### src/rtl/usb3_rx_if.sv
// FT601 245-synchronous FIFO receive path: bursts OE/RD reads into a skid buffer that drains into the dc32 FIFO.
// Optional USB3_RX_WORD_COUNT_EN adds a free-running 32-bit count of words written to the dc32 FIFO.
module usb3_rx_if #(
   parameter int DATA_WIDTH = 32,
   parameter int MAX_BURST  = 256,
   parameter int SKID_DEPTH = 4,
   localparam int BE_WIDTH  = DATA_WIDTH / 8
) (
   input  logic                  ftdi_clk,
   input  logic                  reset_n,
   input  logic                  FR_RXF,
   output logic                  FT_OE,
   output logic                  FT_RD,
   input  logic [DATA_WIDTH-1:0] usb3_data_in,
   input  logic [BE_WIDTH-1:0]   usb3_be_in,
   output logic                  write_to_dc32_fifo,
   output logic [DATA_WIDTH-1:0] dc32_fifo_data_in,
   input  logic                  dc32_fifo_almost_full,
   input  logic                  dc32_fifo_is_empty,
   output logic                  if_idle,
`ifdef USB3_RX_WORD_COUNT_EN
   output logic [31:0]           rx_word_count,
`endif
   output logic                  short_word_seen,
   output logic                  overflow_err
);

   localparam int PTR_W   = $clog2(SKID_DEPTH);
   localparam int CNT_W   = PTR_W + 1;
   localparam int BURST_W = $clog2(MAX_BURST + 1);
   localparam logic [CNT_W-1:0]   SKID_FULL = CNT_W'(SKID_DEPTH);
   localparam logic [BURST_W-1:0] BURST_MAX = BURST_W'(MAX_BURST);

   typedef enum logic [2:0] {
      IDLE,
      OE_TA,
      READ,
      RELEASE,
      COOL
   } state_t;

   state_t state;
   state_t state_next;

   logic [DATA_WIDTH-1:0] skid_mem [SKID_DEPTH];
   logic [PTR_W-1:0]      wr_ptr;
   logic [PTR_W-1:0]      rd_ptr;
   logic [CNT_W-1:0]      skid_count;
   logic [CNT_W-1:0]      count_next;
   logic [BURST_W-1:0]    burst_count;
   logic [BURST_W-1:0]    burst_next;
   logic [BURST_W-1:0]    burst_plus;

   logic capture;
   logic be_all_zero;
   logic be_full;
   logic push_req;
   logic push;
   logic pop;
   logic drop;
   logic skid_full;
   logic burst_limit;
   logic oe_next;
   logic rd_next;
   logic if_idle_next;

   // A word is on the bus whenever RD is already low and the FT601 still reports data.
   assign capture     = (state == READ) && !FT_RD && !FR_RXF;
   assign be_all_zero = (usb3_be_in == '0);
   assign be_full     = &usb3_be_in;
   assign push_req    = capture && !be_all_zero;
   assign skid_full   = (skid_count == SKID_FULL);
   assign pop         = (skid_count != '0) && !dc32_fifo_almost_full;
   assign push        = push_req && (!skid_full || pop);
   assign drop        = push_req && skid_full && !pop;
   assign count_next  = skid_count + CNT_W'(push) - CNT_W'(pop);
   assign burst_plus  = burst_count + BURST_W'(1);
   assign burst_limit = capture && (burst_plus == BURST_MAX);

   always_ff @(posedge ftdi_clk or negedge reset_n) begin
      if (!reset_n) begin
         state <= IDLE;
      end else begin
         state <= state_next;
      end
   end

   // Leaving READ is decided at the capture edge itself so RD rises before the skid can overrun.
   always_comb begin
      state_next   = state;
      burst_next   = burst_count;
      oe_next      = 1'b1;
      rd_next      = 1'b1;
      if_idle_next = 1'b0;
      case (state)
         IDLE: begin
            if (!FR_RXF && !dc32_fifo_almost_full && (skid_count == '0)) begin
               state_next = OE_TA;
            end
         end
         OE_TA: begin
            state_next = READ;
         end
         READ: begin
            if (capture) begin
               burst_next = burst_plus;
            end
            if (FR_RXF || dc32_fifo_almost_full || burst_limit || (count_next == SKID_FULL)) begin
               state_next = RELEASE;
            end
         end
         RELEASE: begin
            state_next = COOL;
         end
         COOL: begin
            burst_next = '0;
            state_next = IDLE;
         end
         default: begin
            state_next = IDLE;
         end
      endcase
      oe_next      = !((state_next == OE_TA) || (state_next == READ) || (state_next == RELEASE));
      rd_next      = (state_next != READ);
      if_idle_next = (state_next == IDLE) && (count_next == '0) && dc32_fifo_is_empty;
   end

   always_ff @(posedge ftdi_clk or negedge reset_n) begin
      if (!reset_n) begin
         FT_OE           <= 1'b1;
         FT_RD           <= 1'b1;
         if_idle         <= 1'b1;
         burst_count     <= '0;
         short_word_seen <= 1'b0;
         overflow_err    <= 1'b0;
      end else begin
         FT_OE       <= oe_next;
         FT_RD       <= rd_next;
         if_idle     <= if_idle_next;
         burst_count <= burst_next;
         if (push && !be_full) begin
            short_word_seen <= 1'b1;
         end
         if (drop) begin
            overflow_err <= 1'b1;
         end
      end
   end

   // Storage is unreset; only the pointers and count define what is valid.
   always_ff @(posedge ftdi_clk) begin
      if (push) begin
         skid_mem[wr_ptr] <= usb3_data_in;
      end
   end

   always_ff @(posedge ftdi_clk or negedge reset_n) begin
      if (!reset_n) begin
         wr_ptr             <= '0;
         rd_ptr             <= '0;
         skid_count         <= '0;
         write_to_dc32_fifo <= 1'b0;
         dc32_fifo_data_in  <= '0;
      end else begin
         skid_count <= count_next;
         if (push) begin
            wr_ptr <= wr_ptr + PTR_W'(1);
         end
         if (pop) begin
            rd_ptr             <= rd_ptr + PTR_W'(1);
            write_to_dc32_fifo <= 1'b1;
            dc32_fifo_data_in  <= skid_mem[rd_ptr];
         end else begin
            write_to_dc32_fifo <= 1'b0;
         end
      end
   end

`ifdef USB3_RX_WORD_COUNT_EN
   always_ff @(posedge ftdi_clk or negedge reset_n) begin
      if (!reset_n) begin
         rx_word_count <= '0;
      end else if (pop) begin
         rx_word_count <= rx_word_count + 32'd1;
      end
   end
`endif

endmodule

### config.mk
export PLATFORM = sky130hd
export DESIGN_NAME = usb3_rx_if
export DESIGN_NICKNAME = d
export VERILOG_FILES = /design/src/rtl/usb3_rx_if.sv
export SDC_FILE = /design/constraint.sdc
export NUM_CORES = 1
export LEC_CHECK = 0
export BUFFER_PORTS_ARGS = -buffer_cell sky130_fd_sc_hd__clkbuf_2
export CORE_ASPECT_RATIO = 0.6
export CORE_MARGIN = 1.5
export CORE_UTILIZATION = 52
export CTS_BUF_LIST = sky130_fd_sc_hd__clkbuf_16
export DETAILED_ROUTE_END_ITERATION = 8
export PLACE_DENSITY = 0.84
export SLEW_MARGIN = 20
export SYNTH_ARGS = -nofsm -noshare
export SYNTH_HDL_FRONTEND = slang
export SYNTH_SLANG_ARGS = --single-unit
export TNS_END_PERCENT = 1
### constraint.sdc
create_clock -name ftdi_clk -period 2.9 [get_ports ftdi_clk]
set_input_delay 0.435 -clock ftdi_clk [delete_from_list [all_inputs] [get_ports ftdi_clk]]
set_output_delay 0.435 -clock ftdi_clk [all_outputs]
set_load 0.02 [all_outputs]
==> results.json, run 1 <==
{
  "grt_remaining_overflow": 0,
  "wire_per_inst_um": 20.0,
  "clock-root-buffer": "clkbuf_16",
  "nets": 525,
  "grt_pass1_wl_mm": 21.1,
  "skew_ps": 20.8,
  "grt_util_all_layers_pct": 20.2,
  "syn_area_um2": 7180,
  "critPathLaunchType": "flip-flop",
  "crit_required_ps": 3260,
  "insertion_delay_ps": 430,
  "max_freq_ghz": 0.364,
  "cts_setup_buffers": 0,
  "antenna_found_initial": 1,
  "hold_buffers": 0,
  "setup_ws_ps": 151,
  "worstSetupPathType": "reg2reg",
  "cts_tree": "done",
  "io_pins": 79,
  "ys_warn_count": 0,
  "synth_seq_area_share_pct": 73.4,
  "gp_congestion": 0.781,
  "synth_edf_count": 128,
  "die_h_um": 94.1,
  "syn_area_per_cell_um2": 19.3,
  "fin_crit_sh_pct": 94.8,
  "ys_top_cells_by_area": "edfxtp_1, dfrtp_1, mux4_2, mux2_2, ha_1",
  "fillers": 943,
  "relSlewSlack_pct": 41.6,
  "arrival_ps": 3110,
  "synth_top_area_cell": "edfxtp_1",
  "tightestPinTransition_ps": 876,
  "dpl.hpwl_mm": 8.48,
  "drive_gt1_share_pct": 43.0,
  "final_util_pct": 62.5,
  "finalSetupViolCount": 0,
  "drv_cap": 0,
  "portBuffers": 78,
  "dp_slack_ps": -72.5,
  "slowest_delay_ps": 410,
  "via_per_inst": 5.63,
  "path_clk_slew_ps": 70,
  "timing_hold_violations_final": 0,
  "start_util_pct": 52.9,
  "ant_nets": 0,
  "period_needed_ps": 2750,
  "htreeDepth": 4,
  "ys_types": 42,
  "p_leak_uw": 0.00319,
  "num_vias": 3741,
  "synthCells": 373,
  "ys.flop_type": "edfxtp_1",
  "cts_sinks": 185,
  "core_area_um2": 13600,
  "die-area_um2": 14600,
  "cp_max_fo": 3,
  "grt_pass1_vias": 3948,
  "syn_nets": 423,
  "firstDrtPassIters": 4,
  "maxSlewViolCount": 0,
  "cts_buffers": 17,
  "p_per_area_nw_per_um2": 959,
  "placementRows": 33,
  "async_reset_ff_share_pct": 30.8,
  "cts_resized": 0,
  "yosysTopAreaCellShare_pct": 53.5,
  "synth.most_common_cell": "edfxtp_1",
  "synth_common_cells": "edfxtp_1, dfrtp_1, mux2_2, mux4_2, nor2_1",
  "drc": 0,
  "areaGrowthSynthToFinish_pct": 18.1,
  "crit_slowest_cell": "fa_1",
  "ir_drop_v": 0.000504,
  "clock_path_buffers": 2,
  "grt_max_degree": 36,
  "path_cells": "nor4_4 > nand2_4 > nor3_4 > inv_1 > ha_1 > inv_1 > ha_1 > fa_1 > xnor2_2 > nand3_1 > a311oi_2 > nand3b_1",
  "cp-end-kind": "flip-flop",
  "drtIter0Drc": 215,
  "hold_class": "in2async",
  "wirelength_mm": 13.3,
  "ys_seq_elements": 185,
  "dieWidth_um": 155,
  "setup_tns_ps": 0,
  "outcome": "completed"
}
==> cells in the final DEF, fill, tap and decap left out, drive strengths merged, types with 2 or more instances in the layout <==
master / count
edfxtp: 128
clkbuf: 94
dfrtp: 54
mux4: 32
mux2: 32
buf: 21
nor2: 15
inv: 14
nand2: 11
xnor2: 10
o21ai: 8
ha: 8
nor3: 7
nand3: 6
and2: 5
clkinv: 5
and3: 4
dfstp: 3
xor2: 3
nor3b: 2
nand2b: 2
a21oi: 2
o31ai: 2
o41ai: 2
nand4: 2
a21o: 2
clkinvlp: 2
nor4: 2
a311oi: 2
==> through the flow <==
stage | total power (µW) | cells | instance area, µm² | hold slack [ps]
floorplan | 5210 | 373 | 7190 | 139
detailed placement | 5970 | 631 | 7900 | 453
global route | 8530 | 663 | 8480 | 125
finish | 8140 | 664 | 8490 | 72.3
global placement | 5860 | 631 | 7900 | 443
CTS | 8180 | 663 | 8480 | 94.8
==> area by class of cell <==
class                      count  area, µm²  share of cell area, %
tap                          175        219                   2.58
clock inverter                15        154                   1.81
sequential                   185       5280                   62.2
antenna                        1       2.50                 0.0295
multi-input combinational    167       1820                   21.5
inverter                       6       22.5                  0.265
clock buffer                  17        425                   5.01
timing repair buffer          98        566                   6.66
==> sequential cells by signal, summed over array words and instances (netlist names) <==
signal              cells
FT_OE                   1
FT_RD                   1
burst_count             9
dc32_fifo_data_in      32
if_idle                 1
overflow_err            1
rd_ptr                  2
short_word_seen         1
skid_count              3
skid_mem              128
state                   3
wr_ptr                  2
write_to_dc32_fifo      1
==> report_power, final <==
| group | switching (µW) | internal, µW |
|---|---|---|
| combinational | 1100 | 1130 |
| clock | 1070 | 1150 |
| sequential | 419 | 3270 |
==> path summary, 6_finish.rpt <==
check / cells after the start / end / from / slack [ps]
worst min register to register: 1 / short_word_seen / short_word_seen / 470
worst max-delay path: 12 / FT_RD / FT_RD / 150
min in group ftdi_clk: 1 / skid_mem[3][9] / usb3_data_in[9] / 220
worst min-delay path: 1 / skid_count[1] / reset_n / 70
max in group asynchronous: 2 / rd_ptr[1] / reset_n / 2170
worst max register to register: 12 / FT_RD / FT_RD / 150
==> kinds of logic after synthesis <==
kind of cell	synth area share, %
buffers and inverters	1.57
and+or+nand+nor	4.46
AOI/OAI and AO/OA	2.12
xor gates and xnor gates	1.58
muxes	15.2
adders and majority gates	1.67
DFF	73.4
==> routing by layer <==
layer	vias up	GRT usage [%]	wire [µm]	share of wire [%]
met3	9	6.41	717	5.4
met2	96	31.9	6340	48
li1	1671	-	-	-
met4	0	6.57	111	0.84
met1	1965	27.0	6120	46
met5	-	0	0	0
==> critical path: cells and delay by family (launching register included) <==
kind / cells / cell delay (ps)
flops: 1 / 390
buf+inv: 2 / 100
simple gates: 5 / 850
fa+ha+maj: 3 / 860
compound gates: 1 / 260
xor+xnor: 1 / 220
(Power assumes the default switching activity.)
==> inputs of run 2 (changes only) <==
- CORE_ASPECT_RATIO: 0.6 -> unset
- HOLD_SLACK_MARGIN: unset -> 0.05
==> run 2 against run 1 <==
  * Worst hold slack better by 110 ps
  * Largest power group unchanged
  * Cell count is 0.45% lower
  * Critical endpoint unchanged
  * Worst setup slack worse by 43 ps
  * Total power is 0.12% lower
  * Utilization is 1.0 points higher
==> results.json, run 2 (synthesized netlist as in run 1, its figures left out) <==
{
  "outcome": "completed",
  "drv_cap": 0,
  "firstDrtPassIters": 4,
  "p_leak_uw": 0.00319,
  "hold_class": "in2async",
  "htreeDepth": 4,
  "die-area_um2": 14500,
  "portBuffers": 78,
  "areaGrowthSynthToFinish_pct": 18.0,
  "critPathTopFamily": "simple AND/OR/NAND/NOR gates",
  "grt_pass1_vias": 3950,
  "largest_reg_flops": 128,
  "p_int_uw": 5720,
  "clock-root-buffer": "clkbuf_16",
  "rsz0062_at_grt": "no",
  "wirelength_mm": 12.7,
  "final_cell_area_um2": 8480,
  "grt_max_degree": 58,
  "finalPower_uw": 8130,
  "placementRows": 42,
  "power_frac_comb_pct": 27.0,
  "slowest_delay_ps": 450,
  "cts_setup_buffers": 0,
  "crit_required_ps": 3250,
  "final_common_cell": "edfxtp_1",
  "nets": 522,
  "worstSetupPathType": "reg2reg",
  "ant_nets": 0,
  "path_cells": "nor4_4 > nand2_4 > nor3_4 > inv_1 > ha_1 > inv_1 > ha_2 > fa_1 > nor2_2 > nand3_1 > a311oi_2 > nand3b_1",
  "cp-end-kind": "flip-flop",
  "clock_path_buffers": 2,
  "multiInputGateArea_um2": 1820,
  "path_clk_slew_ps": 60,
  "insertion_delay_ps": 420,
  "drc": 0,
  "start_util_pct": 53.8,
  "wire_per_inst_um": 19.3,
  "critPathLaunchType": "flip-flop",
  "relSlewSlack_pct": 45.0,
  "crit_top_cell": "inv_1",
  "finalSetupViolCount": 0,
  "grt_remaining_overflow": 0,
  "core_area_um2": 13300,
  "tightestPinTransition_ps": 825,
  "grt_util_all_layers_pct": 19.0,
  "final_util_pct": 63.5,
  "setup_tns_ps": 0,
  "num_vias": 3708,
  "final_cell_mix": "edfxtp_1, clkbuf_2, dfrtp_1",
  "p_per_area_nw_per_um2": 959,
  "ir_drop_v": 0.000583,
  "gp_congestion": 0.775,
  "swShare_pct": 29.7,
  "fin_crit_sh_pct": 96.3,
  "drive_gt1_share_pct": 42.1,
  "drtIter0Drc": 242,
  "seqCellArea_um2": 5280,
  "cp_num_buf_inv": 2,
  "die_h_um": 121,
  "diodes": 0,
  "top_register": "skid_mem",
  "arrival_ps": 3150,
  "maxSlewViolCount": 0,
  "hold_slack_ps": 180,
  "dieWidth_um": 121,
  "cts_sinks": 185,
  "crit_slowest_cell": "fa_1",
  "fillers": 930,
  "io_pins": 79,
  "cts_tree": "done",
  "skew_ps": 10.2,
  "grt_pass1_wl_mm": 20.5,
  "cp_max_fo": 3,
  "cts_buffers": 17,
  "dpl.hpwl_mm": 8.02,
  "antenna_found_initial": 0,
  "ff2ff_setup_slack_ps": 110,
  "max_freq_ghz": 0.358,
  "p_sw_uw": 2410,
  "period_needed_ps": 2790,
  "top_regs": "skid_mem: 128 flops, dc32_fifo_data_in: 32 flops, burst_count: 9 flops",
  "seqPwrFrac_pct": 45.2,
  "via_per_inst": 5.61,
  "place_area_um2": 7890,
  "p_clk_share_pct": 27.9,
  "timing_hold_violations_final": 0
}
-- run 2: changes by cell type in the layout (fill, tap and decap cells not counted), sizes merged --
cell / change
clkinv: +1
diode: -1
buf: -3
bufinv: +3
inv: -4
-- run 2: repair_timing --
action	in CTS	in global routing
gates resized for setup	0	2
hold buffers	0	0
setup endpoints to repair	0	2
-- run 2: through the flow --
| stage | setup WS (ps) | std cells |
|---|---|---|
| 2_1_floorplan | 16.0 | 373 |
| 3_3_place_gp | 99.0 | 629 |
| 3_5_place_dp | -81.6 | 629 |
| 4_1_cts | 79.7 | 661 |
| 5_1_grt | 15.7 | 661 |
| 6_report | 109 | 661 |
-- run 2: cell type report --
| type | count | share of cell area [%] |
|---|---|---|
| tap | 176 | 2.60 |
| clock buffer | 17 | 5.02 |
| clock inverter | 15 | 1.86 |
| multi-input combinational | 167 | 21.5 |
| sequential | 185 | 62.2 |
| inverter | 6 | 0.266 |
| timing repair buffer | 95 | 6.55 |
-- run 2: worst reg2reg max path, delay by kind of cell, from the launching register on --
kind | cells | cell delay, ps
AOI/OAI and AO/OA | 1 | 300
DFF | 1 | 400
and+or+nand+nor | 6 | 990
adders and majority gates | 3 | 910
buffers and inverters | 2 | 130
-- run 2: power groups by stage --
stage / Combinational, µW / Clock, µW / Sequential (µW)
after global routing: 2360 / 2410 / 3740
after floorplan: 1360 / 0 / 3850
final: 2190 / 2270 / 3670
after global placement: 2120 / 0 / 3710
after CTS: 2210 / 2310 / 3690
after detailed placement: 2190 / 0 / 3740
-- run 2: path summary, 6_finish.rpt --
kind | from | endpoint | depth (start not counted)
max in group asynchronous | reset_n | rd_ptr[1] | 2
min in group ftdi_clk | usb3_data_in[3] | skid_mem[1][3] | 1
setup / recovery | state[0] | FT_RD | 12
hold / removal | reset_n | dc32_fifo_data_in[24] | 2
setup reg to reg | state[0] | FT_RD | 12
hold reg to reg | short_word_seen | short_word_seen | 1
-- run 2: metal layers --
| layer | wire length (µm) | part of all wire (%) | track usage, % |
|---|---|---|---|
| met5 | 0 | 0 | 0 |
| met2 | 6440 | 51 | 30.4 |
| met1 | 5380 | 42 | 24.8 |
| met3 | 687 | 5.4 | 4.86 |
| met4 | 238 | 1.9 | 8.60 |
